==> config.mk <==
export PLATFORM = sky130hd
export DESIGN_NAME = prism_cfg_seq_flat
export DESIGN_NICKNAME = d
export VERILOG_FILES = /design/src/rtl/prism_cfg_seq_if.sv /design/src/rtl/prism_cfg_seq.sv /design/src/flat_wrapper.sv
export SDC_FILE = /design/constraint.sdc
export NUM_CORES = 1
export LEC_CHECK = 0
export CORE_AREA = 8 8 144 146
export DETAILED_ROUTE_END_ITERATION = 12
export DIE_AREA = 0 0 152 154
export PLACE_DENSITY = 0.76
export SLEW_MARGIN = 10
export SYNTH_ARGS = -nofsm -noshare
export SYNTH_HDL_FRONTEND = slang
export SYNTH_SLANG_ARGS = --single-unit
export TNS_END_PERCENT = 50
==> constraint.sdc <==
create_clock -name clk -period 5 [get_ports clk]
set_input_delay 1.5 -clock clk [delete_from_list [all_inputs] [get_ports clk]]
set_output_delay 1.5 -clock clk [all_outputs]
set_load 0.1 [all_outputs]
==> src/rtl/prism_cfg_seq_if.sv <==
// prism_cfg_seq_if: host push channel and PRISM debug-write channel for the
// configuration sequencer. The master side is the host/environment and the
// slave side is the sequencer itself.
interface prism_cfg_seq_if;
    logic        push_valid;
    logic [5:0]  push_addr;
    logic [31:0] push_data;
    logic        push_ready;

    logic [5:0]  dbg_addr;
    logic [31:0] dbg_wdata;
    logic        dbg_wr;
    logic [31:0] dbg_rdata;

    modport master (
        output push_valid, push_addr, push_data, dbg_rdata,
        input  push_ready, dbg_addr, dbg_wdata, dbg_wr
    );

    modport slave (
        input  push_valid, push_addr, push_data, dbg_rdata,
        output push_ready, dbg_addr, dbg_wdata, dbg_wr
    );
endinterface

==> src/rtl/prism_cfg_seq.sv <==
// prism_cfg_seq: buffers {addr,data} config entries from a host, then on start
// resets PRISM, replays the entries over the debug write port (one write every
// three cycles), waits a settle period and enables PRISM. Raises a one-cycle
// interrupt on a halt rising edge while running.
// Optional feature: define PRISM_SEQ_READBACK_EN to verify each write via
// dbg_rdata; a mismatch sets the sticky err flag and aborts the load.
module prism_cfg_seq #(
    parameter int unsigned DEPTH      = 4,
    parameter int unsigned SETTLE_CYC = 2
) (
    input  logic            clk,
    input  logic            rst_n,
    prism_cfg_seq_if.slave  bus,
    input  logic            start,
    input  logic            stop,
    input  logic            halt,
    output logic            fsm_reset,
    output logic            fsm_enable,
    output logic            busy,
    output logic            halt_irq,
    output logic            err
);

    localparam int unsigned AW = $clog2(DEPTH);
    localparam int unsigned CW = $clog2(SETTLE_CYC + 2) + 1;
    localparam logic [AW:0] FULL_CNT = (AW+1)'(DEPTH);

    typedef enum logic [2:0] {
        ST_IDLE,
        ST_RESET,
        ST_LOAD,
        ST_SETTLE,
        ST_RUN
    } state_t;

    state_t          state, state_nx;
    logic [CW-1:0]   cnt, cnt_nx;

    logic [37:0]     mem [DEPTH];
    logic [AW-1:0]   wr_ptr, rd_ptr;
    logic [AW:0]     count;
    logic            full;
    logic            push_fire;
    logic            have_entry;
    logic            pop_slot;
    logic            pop;
    logic            flush;
    logic            err_set;
    logic            err_clr;
    logic            mismatch;
    logic [37:0]     head;
    logic            halt_q;

`ifdef PRISM_SEQ_READBACK_EN
    assign mismatch = (bus.dbg_rdata != bus.dbg_wdata);
`else
    assign mismatch = 1'b0;
`endif

    assign full       = (count == FULL_CNT);
    // A pop slot frees a place in the same cycle, so a full FIFO can still take a push.
    assign pop_slot   = ((state == ST_RESET) && (cnt == CW'(1))) ||
                        ((state == ST_LOAD) && (cnt == CW'(2)) && !mismatch);
    assign bus.push_ready = !full || pop_slot;
    assign push_fire  = bus.push_valid && bus.push_ready;
    // An entry arriving at the pop slot of an empty FIFO is bypassed straight out.
    assign have_entry = (count != '0) || push_fire;
    assign pop        = pop_slot && have_entry;
    assign head       = (count == '0) ? {bus.push_addr, bus.push_data} : mem[rd_ptr];
    assign bus.dbg_wr = (state == ST_LOAD) && (cnt == '0);

    // State and phase counter register
    always_ff @(posedge clk or negedge rst_n) begin
        if (!rst_n) begin
            state <= ST_IDLE;
            cnt   <= '0;
        end else begin
            state <= state_nx;
            cnt   <= cnt_nx;
        end
    end

    // Next-state, phase counter and control outputs
    always_comb begin
        state_nx   = state;
        cnt_nx     = cnt;
        flush      = 1'b0;
        err_set    = 1'b0;
        err_clr    = 1'b0;
        fsm_reset  = 1'b0;
        fsm_enable = 1'b0;
        busy       = 1'b0;
        case (state)
            ST_IDLE: begin
                if (start) begin
                    state_nx = ST_RESET;
                    cnt_nx   = '0;
                    err_clr  = 1'b1;
                end
            end
            ST_RESET: begin
                fsm_reset = 1'b1;
                busy      = 1'b1;
                if (pop_slot) begin
                    state_nx = have_entry ? ST_LOAD : ST_SETTLE;
                    cnt_nx   = '0;
                end else begin
                    cnt_nx = cnt + CW'(1);
                end
            end
            ST_LOAD: begin
                fsm_reset = 1'b1;
                busy      = 1'b1;
                if (cnt == CW'(2)) begin
                    cnt_nx = '0;
                    if (mismatch) begin
                        state_nx = ST_IDLE;
                        flush    = 1'b1;
                        err_set  = 1'b1;
                    end else if (!have_entry) begin
                        state_nx = ST_SETTLE;
                    end
                end else begin
                    cnt_nx = cnt + CW'(1);
                end
            end
            ST_SETTLE: begin
                busy = 1'b1;
                if (cnt == CW'(SETTLE_CYC - 1)) begin
                    state_nx = ST_RUN;
                    cnt_nx   = '0;
                end else begin
                    cnt_nx = cnt + CW'(1);
                end
            end
            ST_RUN: begin
                fsm_enable = 1'b1;
                if (start) begin
                    state_nx = ST_RESET;
                    cnt_nx   = '0;
                    err_clr  = 1'b1;
                end else if (stop) begin
                    state_nx = ST_IDLE;
                end
            end
            default: begin
                state_nx = ST_IDLE;
                cnt_nx   = '0;
            end
        endcase
    end

    // FIFO storage (no reset needed, validity tracked by count)
    always_ff @(posedge clk) begin
        if (push_fire) begin
            mem[wr_ptr] <= {bus.push_addr, bus.push_data};
        end
    end

    // FIFO pointers and occupancy; an aborted load drops everything
    always_ff @(posedge clk or negedge rst_n) begin
        if (!rst_n) begin
            wr_ptr <= '0;
            rd_ptr <= '0;
            count  <= '0;
        end else if (flush) begin
            wr_ptr <= '0;
            rd_ptr <= '0;
            count  <= '0;
        end else begin
            if (push_fire) wr_ptr <= wr_ptr + AW'(1);
            if (pop)       rd_ptr <= rd_ptr + AW'(1);
            case ({push_fire, pop})
                2'b10:   count <= count + (AW+1)'(1);
                2'b01:   count <= count - (AW+1)'(1);
                default: count <= count;
            endcase
        end
    end

    // Debug write address/data, held stable through the gap cycles
    always_ff @(posedge clk or negedge rst_n) begin
        if (!rst_n) begin
            bus.dbg_addr  <= '0;
            bus.dbg_wdata <= '0;
        end else if (pop) begin
            bus.dbg_addr  <= head[37:32];
            bus.dbg_wdata <= head[31:0];
        end
    end

    // Halt edge detect, interrupt only while running
    always_ff @(posedge clk or negedge rst_n) begin
        if (!rst_n) begin
            halt_q   <= 1'b0;
            halt_irq <= 1'b0;
        end else begin
            halt_q   <= halt;
            halt_irq <= (state == ST_RUN) && halt && !halt_q;
        end
    end

`ifdef PRISM_SEQ_READBACK_EN
    // Sticky readback error, cleared by an accepted start
    always_ff @(posedge clk or negedge rst_n) begin
        if (!rst_n) begin
            err <= 1'b0;
        end else if (err_clr) begin
            err <= 1'b0;
        end else if (err_set) begin
            err <= 1'b1;
        end
    end
`else
    logic rb_unused;
    assign rb_unused = err_set | err_clr | (^bus.dbg_rdata);
    assign err       = 1'b0;
`endif

endmodule

==> src/flat_wrapper.sv <==
// flat-port wrapper written by rule: the top's interface ports become plain ports
module prism_cfg_seq_flat 
#(
    parameter int unsigned DEPTH      = 4,
    parameter int unsigned SETTLE_CYC = 2
)
  (clk, rst_n, start, stop, halt, fsm_reset, fsm_enable, busy, halt_irq, err, bus_push_valid, bus_push_addr, bus_push_data, bus_dbg_rdata, bus_push_ready, bus_dbg_addr, bus_dbg_wdata, bus_dbg_wr);
  prism_cfg_seq_if bus_i ();
  input  logic clk;
  input  logic rst_n;
  input  logic start;
  input  logic stop;
  input  logic halt;
  output logic fsm_reset;
  output logic fsm_enable;
  output logic busy;
  output logic halt_irq;
  output logic err;
  input wire logic [$bits(bus_i.push_valid)-1:0] bus_push_valid;
  input wire logic [$bits(bus_i.push_addr)-1:0] bus_push_addr;
  input wire logic [$bits(bus_i.push_data)-1:0] bus_push_data;
  input wire logic [$bits(bus_i.dbg_rdata)-1:0] bus_dbg_rdata;
  output wire logic [$bits(bus_i.push_ready)-1:0] bus_push_ready;
  output wire logic [$bits(bus_i.dbg_addr)-1:0] bus_dbg_addr;
  output wire logic [$bits(bus_i.dbg_wdata)-1:0] bus_dbg_wdata;
  output wire logic [$bits(bus_i.dbg_wr)-1:0] bus_dbg_wr;
  assign bus_i.push_valid = bus_push_valid;
  assign bus_i.push_addr = bus_push_addr;
  assign bus_i.push_data = bus_push_data;
  assign bus_i.dbg_rdata = bus_dbg_rdata;
  assign bus_push_ready = bus_i.push_ready;
  assign bus_dbg_addr = bus_i.dbg_addr;
  assign bus_dbg_wdata = bus_i.dbg_wdata;
  assign bus_dbg_wr = bus_i.dbg_wr;
  prism_cfg_seq #(.DEPTH(DEPTH), .SETTLE_CYC(SETTLE_CYC)) u_core (.clk(clk), .rst_n(rst_n), .bus(bus_i), .start(start), .stop(stop), .halt(halt), .fsm_reset(fsm_reset), .fsm_enable(fsm_enable), .busy(busy), .halt_irq(halt_irq), .err(err));
endmodule
* Word level (Yosys, flattened, before mapping) *
Memory sizes are Yosys's and may differ from the RTL's.
Index checks and enable logic that the tools add are counted.
W data, S select, Z words.

word-level totals
  bits in read-only memories = 0
  memories = 1
  bits in latches = 0
  flip-flop bits (word level) = 53
  word-level logic and storage cells = 73
  output and inout bits = 45
  memory bits (writable) = 152

memories
  name        depth  bits a word  rd ports  clocked after Yosys merged registers in  wr ports  RTL line             source
  u_core.mem  4      38           1         0                                        1         prism_cfg_seq.sv:39  logic [37:0] mem [DEPTH];

cells by class
  equal/unequal tests = 16
  divide/modulo/power cells = 0
  $lt $le $gt $ge = 0
  reduce and logical (&&, ||, !) cells = 21
  bitwise operators = 0
  multiply operators = 0
  shifts and indexed selects = 0
  muxes and demuxes = 21
  add/sub/neg operators = 5

operators by type and width
  cell                   count
  $mux W38               1
  $mux W3                11
  $pmux W3 S5            1
  $pmux W3 S4            1
  $eq A3 B2 Y1 const B   3
  $logic_not A3 Y1       3
  $logic_and A1 B1 Y1    7
  $add A3 B1 Y3 const B  2
  $eq A3 B1 Y1 const B   2
  $eq A3 B3 Y1 const B   2
  $mux W1                6
  $ne A2 B1 Y1 const B   3
  $ne A2 B2 Y1 const B   3
  $pmux W3 S2            1
  $reduce_and A6 Y1      1
  $add A2 B1 Y2 const B  2
  $reduce_or A2 Y1       2
  $logic_or A1 B1 Y1     3
  $ne A3 B3 Y1 const B   1
  $reduce_bool A3 Y1     1
  $reduce_or A3 Y1       1
  $sub A3 B1 Y3 const B  1
  $eq A2 B1 Y1 const B   1
  $eq A2 B2 Y1 const B   1
  2 further kinds        3

* Depth between registers and ports, before layout *
Gate-level depths: netlist of run 1.

  depth after elaboration = 9
  mapped depth = 13
  mapped depth without buffers = 13

* Worst setup path before layout of run 1 *
Ideal clock, no wire load.

  path type = flip-flop to output port
  start point = register u_core.state[0]
  end point = output bus_dbg_wr
  setup slack = 0.563 ns
  buffers on the path = 1
  stages on the path, launching flop included = 5
  arrival = 2.937 ns
  cells stage by stage = dfrtp_1 > buf_2 > inv_1 > nand3_1 > nor3b_1

on the way
  cells in the longest elaborated chain, start to end = 2

RTL lines
  element                   RTL line             source
  start: declaration        prism_cfg_seq.sv:36  state_t state, state_nx;
  start signal: assignment  prism_cfg_seq.sv:78  state <= state_nx;
  $eq A3 B2 Y1              prism_cfg_seq.sv:70  assign bus.dbg_wr = (state == ST_LOAD) && (cnt == '0);
  $logic_and A1 B1 Y1       prism_cfg_seq.sv:70
  end: declaration          flat_wrapper.sv:26   output wire logic [$bits(bus_i.dbg_wr)-1:0] bus_dbg_wr;

No other way between the ends.

* Final worst setup path of run 1 *
  start point = register u_core.state[0]
  end point = output fsm_reset

on the way
  cells in the longest elaborated chain, start to end = 3

RTL lines
  element                                       RTL line             source
  $eq A3 B2 Y1 or $eq A3 B1 Y1 (tied branches)  prism_cfg_seq.sv:93  case (state)
  $reduce_or A2 Y1 (no source line) (*)         n/a
  $mux W1 (*)                                   prism_cfg_seq.sv:93
  end: declaration                              flat_wrapper.sv:14   output logic fsm_reset;

Every way passes the cells marked *; elsewhere a longest branch is shown, timed or not.

==> metrics, run 1 <==
status complete, no violations; Layout Nets between 600 and 700; Final HPWL DP just over 9 mm; Max FO, Critical Path 12; H-Tree Level Count 1; commonest cells in the netlist edfxtp_1 (152), dfrtp_1 (53), nor2_1 (43); Post-DRT Antenna Nets 0; vias in the first global route 4,777; drt initial violations 312; ANT cells 0; Seq/Total Area, Yosys 72.08%; Fill cells around 1,400; TritonRoute pass-1 iters 4; Clock Latency Late Sink between 0.4 and 0.5 ns; Max Slew Vio Count 0; syn_nets approximately 550; Critical Path AT roughly 2.7 ns; FP Rows 50; worst r2r src u_core.cnt[0]; post-route clock period utilization a little over four fifths; yosys warns 0; first-pass GRT wire length roughly 25 mm; GRT overflow 0; Hold Path Cell Cnt 1; IO Port Bufs just under 90; Remaining DRCs 0; cell count of the worst reg-to-reg path 13; width of the chip 152 um; synthesized area 8173 um^2; unrepaired setup endpoints after global routing false; r2r endpoint u_core.count[2]; share of post-route cells with drive strength above 1 15.40%; hold path start u_core.halt_q; most common cell in the synthesized netlist edfxtp_1; final hold violation count 0; CTS tree yes; # IOs around 120; worst clock skew just over 0.02 ns; crit path kind reg2out; Hold Path Class reg2reg; post-synthesis cell count ~460; Final setup viols 0; Clock Tree Root clkbuf_16; Slew @ Worst Pin approximately 1.1 ns; startpoint types register; Max Freq between 200 and 250 MHz; leading area contributor after synthesis edfxtp_1; clock sink count between 200 and 250; Routed WL approximately 16 mm; Max Root-Sink Buffers 3; Setup crit end kind output port; Synth area leaders edfxtp_1 (56%), dfrtp_1 (16%), mux4_2 (10%); Data required, critical path 3.50 ns; CTS hold repair buffers 0; vias per inst roughly 5.3; largest net degree at the start of global routing 79; Setup TNS Final 0 ns; EDFF count, synth roughly 150; Tmin final 4.218 ns; initial core utilization between 40% and 50%; Worst-path clk slew 0.06 ns; count of unique library cells instantiated by Yosys 41; #FFs+latches synth between 200 and 250; area grow syn2layout 21.36%; initial antenna violation count 0; area share of the largest cell type after synthesis around 56%; slew margin rel. 27.12%; DR WL/cell 19.85 um; prevailing post-synth register cell edfxtp_1; R2R Setup Slk about 2.1 ns; die area around 23,000 um^2; cts repair resizes 0; Hold Crit Endpoint u_core.halt_irq; Die H about 150 um; Placeable Area 18,460 um^2; clock buffer count from CTS 21; average cell area after synthesis between 15 and 20 um^2; Via Count 4,267; RePlAce Congestion between 0.7 and 0.8; Post-CTS Setup Repair Bufs 0; ys async rst share roughly a quarter; GR Util All Layers 13.46%; Max Cap Viol 0
-- worst max-delay path, stage by stage (launching register included) --
cell,delay [ns]
dfrtp_1,0.54
inv_1,0.14
nor3_1,0.23
nand2b_1,0.16
clkdlybuf4s50_1,1.15
-- metrics by stage --
step | setup slack (ns) | utilization [%] | area [um^2] | hold WS (ns) | cells
final | 0.7824 | 53.74 | 9918 | 0.4192 | 799
after global routing | 0.6404 | 53.74 | 9918 | 0.4374 | 799
after CTS | 0.7858 | 53.74 | 9918 | 0.4201 | 799
after detailed placement | 1.330 | 50.04 | 9235 | 0.3963 | 761
after global placement | 1.353 | 50.04 | 9235 | 0.3967 | 761
after floorplan | 0.5635 | - | 8173 | 0.3833 | 462
-- worst max-delay path by stage --
stage	startpoint	endpoint	slack [ns]	cells after the start
2_1_floorplan	u_core.state[0]	bus_dbg_wr	0.56	4
3_3_place_gp	u_core.state[0]	fsm_reset	1.35	4
3_5_place_dp	u_core.state[0]	fsm_reset	1.33	4
4_1_cts	u_core.state[0]	fsm_reset	0.79	4
5_1_grt	u_core.state[0]	fsm_reset	0.64	4
6_report	u_core.state[0]	fsm_reset	0.78	4
-- sequential cells by signal (all words and copies together) (netlist names), 2 cells and up --
register              flops
u_core.bus.dbg_addr       6
u_core.bus.dbg_wdata     32
u_core.cnt                3
u_core.count              3
u_core.mem              152
u_core.rd_ptr             2
u_core.state              3
u_core.wr_ptr             2
-- routing by layer --
metal,up-vias,wire length (um),global-route usage [%]
li1,1956,-,-
met4,0,283,3.617
met3,26,748,3.251
met2,87,8082,23.65
met5,-,0,0
met1,2198,6744,16.32
-- cell usage in the layout, fill, tap and decap left out, drive strengths merged, types with 2 or more instances in the layout --
cell / Yosys / routed
mux2i: 39 / 39
inv: 11 / 12
clkinv: 0 / 6
mux4: 38 / 38
and3: 4 / 4
edfxtp: 152 / 152
mux2: 2 / 2
nand2b: 3 / 3
ha: 9 / 9
nand3b: 2 / 2
a21oi: 40 / 40
nor3b: 2 / 2
xor2: 3 / 3
dfrtp: 53 / 53
clkbuf: 4 / 28
bufinv: 0 / 2
buf: 22 / 6
nand2: 7 / 7
xnor2: 3 / 3
o21ai: 3 / 3
nor2: 43 / 43
nor3: 4 / 4
clkdlybuf4s50: 0 / 85
-- cell type report --
| cell class | instances | area, um^2 | share of cell area (%) |
|---|---|---|---|
| flip-flops and latches | 205 | 5893 | 59.42 |
| multi-input cells | 220 | 2115 | 21.32 |
| repair buffers | 91 | 893.4 | 9.007 |
| clock buffers | 28 | 581.8 | 5.866 |
| well taps | 234 | 292.8 | 2.952 |
| inverters | 11 | 41.29 | 0.4163 |
| clock inverters | 10 | 101.3 | 1.022 |
-- kinds of logic (layout without fill, tap and decap cells) --
family | Yosys count | count (layout) | share of synthesized area [%]
buf+inv | 37 | 140 | 2.266
fa+ha+maj | 10 | 10 | 1.623
flops | 205 | 205 | 72.08
compound gates | 53 | 53 | 3.873
xor+xnor | 6 | 6 | 0.6431
other cells | 1 | 1 | 0.04588
simple gates | 71 | 71 | 3.950
mux | 79 | 79 | 15.52
Power of run 1 is not shown: default switching activity piles up to over one toggle a cycle in this logic, so the estimate is an artifact.
==> run 2: changes to the inputs <==
--- a/config.mk
+++ b/config.mk
@@ -8,7 +8,7 @@
 export CORE_AREA = 8 8 144 146
 export DETAILED_ROUTE_END_ITERATION = 12
 export DIE_AREA = 0 0 152 154
-export PLACE_DENSITY = 0.76
+export PLACE_DENSITY = 0.78
 export SLEW_MARGIN = 10
 export SYNTH_ARGS = -nofsm -noshare
 export SYNTH_HDL_FRONTEND = slang
==> constraint.sdc (replaced) <==
create_clock -name clk -period 3.88 [get_ports clk]
set_input_delay 1.164 -clock clk [delete_from_list [all_inputs] [get_ports clk]]
set_output_delay 1.164 -clock clk [all_outputs]
set_load 0.1 [all_outputs]
==> run 2 against run 1 <==
Non-clock buffer count increased by 5. Critical path type unchanged. Largest cell class unchanged. Via count is 1.5% higher. Setup slack got worse by 0.33 ns.
==> metrics, run 2 (synthesis gave the netlist of run 1 again) <==
Final HPWL DP approximately 9.5 mm; Via Count between 4,000 and 5,000; startpoint types register; initial core utilization between 40% and 50%; first-pass GRT wire length 25.80 mm; Max Root-Sink Buffers 3; status complete, no violations; Setup crit end kind output port; Fill cells 1,462; Die H ~150 um; Routed WL between 15 and 20 mm; multi-input combinational cell area between 2000 and 2500 um^2; H-Tree Level Count 1; Slew @ Worst Pin about 1.0 ns; Critical Path AT 2.27 ns; Tmin final roughly 3.4 ns; die area about 23,000 um^2; CTS hold repair buffers 0; cts repair resizes 0; Clock Latency Late Sink 0.48 ns; Max FO, Critical Path 6; Critical-path top delay cell dfrtp_1; # IOs approximately 120; RePlAce Congestion 0.7886; drt initial violations roughly 230; IO Port Bufs between 80 and 90; Post-CTS Setup Repair Bufs 0; Layout Nets approximately 640; final hold violation count 0; most frequent cells in the layout edfxtp_1 (152), clkdlybuf4s50_1 (52), dfrtp_1 (51); vias per inst ~5.4; Data required, critical path approximately 2.7 ns; most flop-heavy register u_core.mem; Max Freq about 290 MHz; unrepaired setup endpoints after global routing false; commonest non-fill, non-tap cell in the layout edfxtp_1; Critical Path Max Stage Delay approximately 0.42 ns; post-route clock period utilization between 80% and 90%; DR WL/cell a little under 20 um; Max Slew Vio Count 0; largest net degree at the start of global routing 79; number of flip-flops under the largest register name around 150; vias in the first global route about 4,700; Setup TNS Final 0 ns; area grow syn2layout 20.22%; Post-DRT Antenna Nets 0; FP Rows 50; initial antenna violation count 1; TritonRoute pass-1 iters 4; width of the chip roughly 150 um; Max Cap Viol 0; Final setup viols 0; GRT overflow 0; share of post-route cells with drive strength above 1 a little over a fifth; Worst-path clk slew roughly 0.060 ns; crit path kind reg2out; Clock Tree Root clkbuf_16; clock buffer count from CTS 21; register area roughly 5900 um^2; WHS 0.4139 ns; clock sink count around 210; CP Cell Sequence inv_1 > ha_1 > nand3b_1 > a211o_1 > nand4_1 > buf_4; Final Worst Setup Slack 0.4495 ns; CTS tree yes; worst clock skew around 0.0089 ns; Remaining DRCs 0; Regs by FF count u_core.mem (152), u_core.bus.dbg_wdata (32), u_core.bus.dbg_addr (6); slew margin rel. between 30% and 40%; pre-CTS setup slack approximately 0.62 ns; Hold Path Class reg2reg; GR Util All Layers around 14%; Placeable Area 18,460 um^2
-- run 2: cell types whose count changed in the layout (fill, tap and decap cells not counted) --
cell             previous run  this run
clkdlybuf4s50_1            85        52
nor3b_1                     2         1
buf_4                       5        43
diode_2                     0         1
clkinv_2                    2         3
clkinv_1                    4         3
nor3b_2                     0         1
clkbuf_1                    4         5
bufinv_16                   2         0
-- run 2: final timing paths --
| kind | from | endpoint | slack (ns) | cells after the start |
|---|---|---|---|---|
| max in group asynchronous | rst_n | u_core.bus.dbg_wdata[1] | 2.24 | 2 |
| min in group asynchronous | rst_n | u_core.wr_ptr[1] | 0.87 | 1 |
| hold reg to reg | u_core.halt_q | u_core.halt_irq | 0.41 | 1 |
| hold / removal | u_core.halt_q | u_core.halt_irq | 0.41 | 1 |
| setup reg to reg | u_core.cnt[0] | u_core.count[2] | 1.01 | 13 |
| setup / recovery | u_core.cnt[0] | bus_push_ready | 0.45 | 6 |
-- run 2: through the flow --
stage	instance area, um^2	util (%)	cells
finish	9826	53.24	804
global route	9826	53.24	804
CTS	9823	53.23	803
detailed placement	9195	49.82	766
global placement	9195	49.82	766
floorplan	8178	-	462
-- run 2: area by class of cell --
type / count / area share [%]
Sequential cell: 205 / 59.98
Multi-Input combinational cell: 220 / 21.57
Timing Repair Buffer: 96 / 8.634
Clock buffer: 29 / 5.960
Tap cell: 234 / 2.980
Clock inverter: 8 / 0.4330
Inverter: 11 / 0.4202
Antenna cell: 1 / 0.02547
-- run 2: worst max-delay path, delay by kind of cell (launching register included) --
family,cells,cell delay (ns)
fa+ha+maj,1,0.23
compound gates,1,0.37
buf+inv,2,0.44
simple gates,2,0.32
flops,1,0.42
-- run 2: layer usage --
| layer | global-route usage, % | vias up | wire (um) |
|---|---|---|---|
| met1 | 16.82 | 2220 | 6618 |
| met5 | 0 | - | 0 |
| met2 | 23.46 | 109 | 8079 |
| met3 | 2.775 | 37 | 730 |
| met4 | 4.474 | 0 | 416 |
| li1 | - | 1967 | - |
Power of run 2 is left out for the same reason.
==> run 3: changes to the inputs <==
--- a/config.mk
+++ b/config.mk
@@ -5,9 +5,10 @@
 export SDC_FILE = /design/constraint.sdc
 export NUM_CORES = 1
 export LEC_CHECK = 0
-export CORE_AREA = 8 8 144 146
+export CAP_MARGIN = 20
+export CORE_AREA = 2 2 138 140
 export DETAILED_ROUTE_END_ITERATION = 12
-export DIE_AREA = 0 0 152 154
+export DIE_AREA = 0 0 140 142
 export PLACE_DENSITY = 0.78
 export SLEW_MARGIN = 10
 export SYNTH_ARGS = -nofsm -noshare
==> run 3 against run 2 <==
Via count shrank 0.25%. Critical path type unchanged. Final cell count grew 0.37%. The run now ends with DRC left. First-iteration DRC count grew 12%. Design area grew 1.1%. Maximum frequency shrank 1.0%. Clock skew grew 0.0013 ns.
==> metrics, run 3 (synthesis gave the netlist of run 1 again) <==
ANT cells 0; CTS hold repair buffers 0; CTS tree yes; Remaining DRCs 3; clock buffer count from CTS 22; Critical Path AT between 2 and 2.5 ns; IO Port Bufs between 80 and 90; Max FO, Critical Path 6; first-pass GRT wire length 25.54 mm; startpoint types register; Hold Path Cell Cnt 1; area grow syn2layout 21.56%; Final setup viols 0; cell count of the worst reg-to-reg path 13; Hold Path Class reg2reg; # IOs ~120; Hold Crit Endpoint u_core.halt_irq; Data required, critical path between 2 and 3 ns; most flop-heavy register u_core.mem; crit path kind reg2out; status finished, violations left; DR WL/cell ~20 um; post-route clock period utilization between 80% and 90%; Post-DRT Antenna Nets 0; vias in the first global route ~4,700; GRT overflow 0; R2R Setup Slk about 0.96 ns; Layout Nets roughly 640; Die H about 140 um; GR Util All Layers between 10% and 20%; clock sink count a little over 200; r2r endpoint u_core.count[2]; number of flip-flops under the largest register name between 150 and 200; failing checks DRC; initial antenna violation count 0; worst clock skew between 0.01 and 0.015 ns; slew margin rel. between 30% and 40%; unrepaired setup endpoints after global routing false; Clock Tree Root clkbuf_16; Slew @ Worst Pin ~1.0 ns; Worst-path clk slew around 0.060 ns; Max Cap Viol 0; Max Freq slightly below 300 MHz; width of the chip ~140 um; most frequent cells in the layout edfxtp_1 (152), clkdlybuf4s50_1 (71), dfrtp_1 (51); share of post-route cells with drive strength above 1 19.37%; Setup crit end kind output port; H-Tree Level Count 1; largest net degree at the start of global routing 79; die area 19,880 um^2; Placeable Area 18,460 um^2; Post-CTS Setup Repair Bufs 0; initial core utilization about 44%; Regs by FF count u_core.mem (152), u_core.bus.dbg_wdata (32), u_core.bus.dbg_addr (6); Max Root-Sink Buffers 3; Clock Latency Late Sink ~0.50 ns; Via Count between 4,000 and 5,000; drt initial violations 263; cts repair resizes 0; WHS around 0.42 ns; Tmin final ~3.5 ns; Routed WL between 15 and 20 mm; commonest non-fill, non-tap cell in the layout edfxtp_1; RePlAce Congestion 0.7678; vias per inst 5.356; Max Slew Vio Count 0; Final HPWL DP around 9.4 mm; FP Rows 50; final hold violation count 0; worst r2r src u_core.cnt[0]; Setup TNS Final 0 ns; hold path start u_core.halt_q; TritonRoute pass-1 iters 10
==> run 3: changes by cell type in the layout (fill, tap and decap cells not counted), sizes merged <==
| cell | delta |
|---|---|
| clkdlybuf4s50 | +19 |
| buf | -17 |
| clkinv | +3 |
| clkbuf | -1 |
| diode | -1 |
==> run 3: layout make-up <==
type | count | area [um^2]
fill | 1438 | 8521
multi-input combinational | 220 | 2120
clock inverter | 11 | 57.56
inverter | 11 | 41.29
clock buffer | 28 | 604.3
timing repair buffer | 98 | 923.4
sequential | 205 | 5896
tap | 234 | 292.8
==> run 3: metal layers <==
metal | global-route usage (%) | share of wire, % | vias to the layer above
li1 | - | - | 1967
met1 | 21.20 | 41 | 2197
met2 | 29.63 | 53 | 132
met3 | 2.961 | 4.9 | 26
met4 | 4.094 | 1.6 | 0
met5 | 0 | 0 | -
==> run 3: critical path, stage by stage (launching register included) <==
cell      delay (ns)
dfrtp_1         0.44
inv_1           0.11
ha_1            0.24
nand3b_1        0.12
a211o_1         0.35
nand4_1         0.22
buf_4           0.34
==> run 3: how the worst max path moves through the flow <==
| stage | from | endpoint | slack, ns |
|---|---|---|---|
| floorplan | u_core.cnt[0] | u_core.count[2] | 0.24 |
| global placement | bus_push_valid | u_core.count[2] | 0.64 |
| detailed placement | bus_push_valid | u_core.count[2] | 0.63 |
| CTS | u_core.cnt[0] | bus_push_ready | 0.45 |
| global route | u_core.cnt[0] | bus_push_ready | 0.34 |
| finish | u_core.cnt[0] | bus_push_ready | 0.41 |
==> run 3: through the flow <==
step / area, um^2 / instances / util, % / worst slack [ns]
2_1_floorplan: 8178 / 462 / - / 0.2381
4_1_cts: 9935 / 807 / 53.83 / 0.4457
3_5_place_dp: 9273 / 768 / 50.24 / 0.6339
6_report: 9935 / 807 / 53.83 / 0.4133
3_3_place_gp: 9273 / 768 / 50.24 / 0.6388
5_1_grt: 9935 / 807 / 53.83 / 0.3359
Power of run 3 is left out for the same reason.
